===== src/rtl/sub16_serial.sv =====
// rtl/sub16_serial.sv - bit-serial WIDTH-bit subtractor (a - b - bin) with start/busy/done handshake.
// Optional build macro SUB16_SERIAL_RADIX4_EN: two bits per BUSY cycle instead of one.
module sub16_serial #(
  parameter int WIDTH = 16
) (
  input  logic             clk,
  input  logic             rst_n,
  input  logic             start,
  input  logic [WIDTH-1:0] a,
  input  logic [WIDTH-1:0] b,
  input  logic             bin,
  output logic [WIDTH-1:0] diff,
  output logic             bout,
  output logic             busy,
  output logic             done
);

`ifdef SUB16_SERIAL_RADIX4_EN
  localparam int STEP = 2;
`else
  localparam int STEP = 1;
`endif
  localparam int NSTEPS = WIDTH / STEP;
  localparam int CW     = (NSTEPS > 1) ? $clog2(NSTEPS) : 1;

  typedef enum logic [1:0] {IDLE, BUSY, DONE} state_t;

  state_t           state;
  logic [WIDTH-1:0] a_sh;
  logic [WIDTH-1:0] b_sh;
  logic [WIDTH-1:0] r_sh;
  logic             brw;
  logic [CW-1:0]    cnt;

  logic             d0;
  logic             b1;
  logic [WIDTH-1:0] r_next;
  logic             brw_next;

`ifdef SUB16_SERIAL_RADIX4_EN
  logic             d1;
  logic             b2;
  logic [WIDTH+1:0] r_cat;

  // Second borrow stage chained directly off the first within the same cycle.
  always_comb begin
    d0       = a_sh[0] ^ b_sh[0] ^ brw;
    b1       = (~a_sh[0] & b_sh[0]) | (~(a_sh[0] ^ b_sh[0]) & brw);
    d1       = a_sh[1] ^ b_sh[1] ^ b1;
    b2       = (~a_sh[1] & b_sh[1]) | (~(a_sh[1] ^ b_sh[1]) & b1);
    r_cat    = {d1, d0, r_sh};
    r_next   = r_cat[WIDTH+1:2];
    brw_next = b2;
  end
`else
  logic [WIDTH:0]   r_cat;

  always_comb begin
    d0       = a_sh[0] ^ b_sh[0] ^ brw;
    b1       = (~a_sh[0] & b_sh[0]) | (~(a_sh[0] ^ b_sh[0]) & brw);
    r_cat    = {d0, r_sh};
    r_next   = r_cat[WIDTH:1];
    brw_next = b1;
  end
`endif

  always_ff @(posedge clk or negedge rst_n) begin
    if (!rst_n) begin
      state <= IDLE;
      a_sh  <= '0;
      b_sh  <= '0;
      r_sh  <= '0;
      brw   <= 1'b0;
      cnt   <= '0;
      diff  <= '0;
      bout  <= 1'b0;
      busy  <= 1'b0;
      done  <= 1'b0;
    end else begin
      case (state)
        IDLE, DONE: begin
          done <= 1'b0;
          if (start) begin
            a_sh  <= a;
            b_sh  <= b;
            brw   <= bin;
            r_sh  <= '0;
            cnt   <= '0;
            busy  <= 1'b1;
            state <= BUSY;
          end else begin
            busy  <= 1'b0;
            state <= IDLE;
          end
        end
        BUSY: begin
          a_sh <= a_sh >> STEP;
          b_sh <= b_sh >> STEP;
          r_sh <= r_next;
          brw  <= brw_next;
          cnt  <= cnt + CW'(1);
          // Outputs update only here so partial shift values never leak out.
          if (cnt == CW'(NSTEPS - 1)) begin
            diff  <= r_next;
            bout  <= brw_next;
            busy  <= 1'b0;
            done  <= 1'b1;
            state <= DONE;
          end
        end
        default: begin
          busy  <= 1'b0;
          done  <= 1'b0;
          state <= IDLE;
        end
      endcase
    end
  end

endmodule

===== config.mk =====
export PLATFORM = sky130hd
export DESIGN_NAME = sub16_serial
export DESIGN_NICKNAME = d
export VERILOG_FILES = /design/src/rtl/sub16_serial.sv
export SDC_FILE = /design/constraint.sdc
export NUM_CORES = 1
export LEC_CHECK = 0
export BUFFER_PORTS_ARGS = -buffer_cell sky130_fd_sc_hd__buf_2
export CAP_MARGIN = 10
export CORE_MARGIN = 2
export CORE_UTILIZATION = 55
export DETAILED_ROUTE_END_ITERATION = 6
export PLACE_DENSITY = 0.89
export SYNTH_ARGS = -nofsm -noshare
export SYNTH_HDL_FRONTEND = slang
export SYNTH_SLANG_ARGS = --single-unit

===== constraint.sdc =====
create_clock -name clk -period 3.6 [get_ports clk]
set_input_delay 0.36 -clock clk [delete_from_list [all_inputs] [get_ports clk]]
set_output_delay 0.36 -clock clk [all_outputs]
set_load 0.02 [all_outputs]

==> flow_summary.toml <==
[run_status]
status = "finished clean"

[clock_tree]
cts_resized = 0
clkSlewWorstSetupHoldPaths_ps = 70
cts_buffers = 9
h-tree-depth = 3
worstSkewPairLatency_ps = 340
post_cts_buffers = 0
cts_tree = "built"
cts_sinks = 72
cts_root_buf = "clkbuf_8"
clockBufferDepth = 2
hold_buffers = 0

[power]
ir_worst_vdd_mv = 0.418
pwr-share-comb_pct = 37.6
p_leak_nw = 1.75
switching_share_pct = 37.1
pwr-share-seq_pct = 43.5
p_int_mw = 2.04
power_density_nw_per_um2 = 935
switching_power_mw = 1.20
p_clk_share_pct = 19.0

[die]
coreArea_sq_um = 5200
rows = 26
initial_utilization_pct = 57.7
die_area_sq_um = 6070
pin_count = 55
die_x_um = 77.9
dieHeight_um = 77.9

[global_route]
met1_usage_pct = 31.1
met3_usage_pct = 4.42
grt_max_degree = 53
grt_util_met2_pct = 30.0
grt_pass1_vias = 2092
grt_use_total_pct = 21.4
antenna_found_initial = 0
grt-ovfl-total = 0
grt_pass1_wl_um = 10100
busiest_layer = "met1"

[timing]
fmax_mhz = 516
hold_viol_final = 0
timing.setup.tns_ps = 0
tightest_slew_ps = 1180
slew_headroom_pct = 20.9
clock_skew_ps = 5.74
setup_violations = 0
post-route-period-util_pct = 53.8
rsz0062_at_grt = "false"
fin_crit_ps = 1940
slew_violations = 0

[layout]
drive_gt1_share_pct = 31.5
antenna_cells = 0
final_core_util_pct = 66.5
synthToLayoutAreaGrowth_pct = 15.2
fillers = 418
nets = 329

[critical_path]
cp_max_fo = 25
path_cells = "nor2b_2 > buf_4 > a22oi_1 > nand2_1"
worstSetupStartpointType = "flop"
slowest_delay_ps = 910
cp_top_family = "simple AND/OR/NAND/NOR gates"
setup.worst_path.class = "reg -> reg"
crit_arrival_ps = 2210
cp_num_buf_inv = 1
slowest_stage = "nor2b_2"
critPathRequiredTime_ps = 3870
cp-end-kind = "flop"

[yosys]
synth_top_cells_by_area = "dfrtp_1, a22oi_1, a22o_1"
netlist_instances = 242
synth_edf_count = 0
yosys_most_used_dff = "dfrtp_1"
avgSynthCellArea_sq_um = 12.4
ys_ff_latch = 72
ys_seq_area_share_pct = 60.0
yosysWarnings = 0
synth_top_cell_by_area = "dfrtp_1"
synth.cell_area_sq_um = 3000
synth_top_area_share_pct = 60.0
yosysUniqueCellTypes = 27
syn_nets = 280
async_reset_ff_share_pct = 100

[hold_path]
hold_path_class = "in -> async"

[routing]
drtAntennaViolNets = 0
viasPerCell = 5.70
drt_first_iter_violations = 183
drcViolationCount = 0
first_pass_iters = 5
vias = 2082
drt-total-wl_um = 5860
wl_per_cell_um = 16.1

[placed_design]
io_buffers = 54
dp_hpwl_um = 3750
gp_congestion = 0.745

[run]
maxCapViolCount = 0
==> cells in the mapped netlist (3+ instances only) <==
master     n
a22o_1    19
nand2_1   33
clkbuf_1   6
a22oi_1   29
dfrtp_1   72
buf_2      9
mux2_2     7
nand3_1   31
mux2_4     9
buf_6      3
==> worst reg2reg max path, delay by kind of cell, from the launching register on <==
kind | cells | cell delay (ps)
AND/OR/NAND/NOR | 2 | 1020
buffers and inverters | 1 | 350
AO/OA/AOI/OAI | 1 | 90
flip-flops | 1 | 400
==> cell families (layout without fill, tap and decap cells) <==
group	after synthesis	count (layout)	synth area share [%]
fa+ha+maj	2	2	1.08
buf+inv	22	75	4.54
simple gates	75	75	12.6
compound gates	53	53	14.0
mux	18	18	7.79
flops	72	72	60.0
==> power by group through the flow <==
stage	Sequential (mW)	Clock [mW]	Combinational [mW]
final	1.41	0.614	1.22
after global routing	1.45	0.661	1.36
after CTS	1.41	0.624	1.22
after detailed placement	1.42	0	1.21
after global placement	1.39	0	1.15
after floorplan	1.46	0	0.892
==> cell type report <==
| cell class | instances | area, sq um | area share (%) |
|---|---|---|---|
| flip-flops and latches | 72 | 1800 | 52.1 |
| multi-input cells | 148 | 1070 | 30.9 |
| repair buffers | 58 | 308 | 8.89 |
| clock buffers | 11 | 141 | 4.09 |
| well taps | 70 | 87.6 | 2.53 |
| clock inverters | 4 | 45.0 | 1.30 |
| inverters | 2 | 7.51 | 0.217 |
==> final timing paths <==
kind,from,to,slack (ps),depth (start not counted)
worst max-delay path,state[0],b_sh[1],1660,4
worst min-delay path,rst_n,diff[5],130,1
worst max register to register,state[0],b_sh[1],1660,4
worst min register to register,b_sh[3],b_sh[3],500,2
max in group asynchronous,rst_n,b_sh[9],2540,2
min in group clk,a[10],a_sh[10],230,3
==> cell usage in the layout (no fill, tap or decap), drive strengths merged, types with 2 or more instances in the layout <==
master / count
a221o: 2
a22o: 19
a22oi: 29
and2b: 2
buf: 58
clkbuf: 11
clkinv: 3
dfrtp: 72
inv: 2
mux2: 16
mux2i: 2
nand2: 33
nand2b: 2
nand3: 32
nor2: 3
o21ai: 2
==> sequential cells by signal (all words and copies together), names as in the netlist <==
| signal | count |
|---|---|
| cnt | 4 |
| state | 1 |
| b_sh | 16 |
| busy | 1 |
| a_sh | 16 |
| brw | 1 |
| done | 1 |
| bout | 1 |
| diff | 16 |
| r_sh | 15 |
==> through the flow <==
| stage | hold WS, ps | total power [mW] | instances | setup slack, ps | cell area (sq um) |
|---|---|---|---|---|---|
| floorplan | 64.4 | 2.35 | 242 | 2110 | 3000 |
| global placement | 480 | 2.54 | 349 | 1690 | 3260 |
| detailed placement | 481 | 2.62 | 349 | 1600 | 3260 |
| CTS | 143 | 3.25 | 364 | 1670 | 3450 |
| global route | 200 | 3.48 | 365 | 1520 | 3460 |
| finish | 126 | 3.24 | 365 | 1660 | 3460 |
==> routing by layer <==
metal  up-vias  wire length (um)  part of all wire [%]
li1        976                 -                     -
met4         0               166                   2.8
met3        17               252                   4.3
met1      1021              2740                    47
met2        68              2700                    46
met5         -                 0                     0
Power figures use the tool's default switching activity.
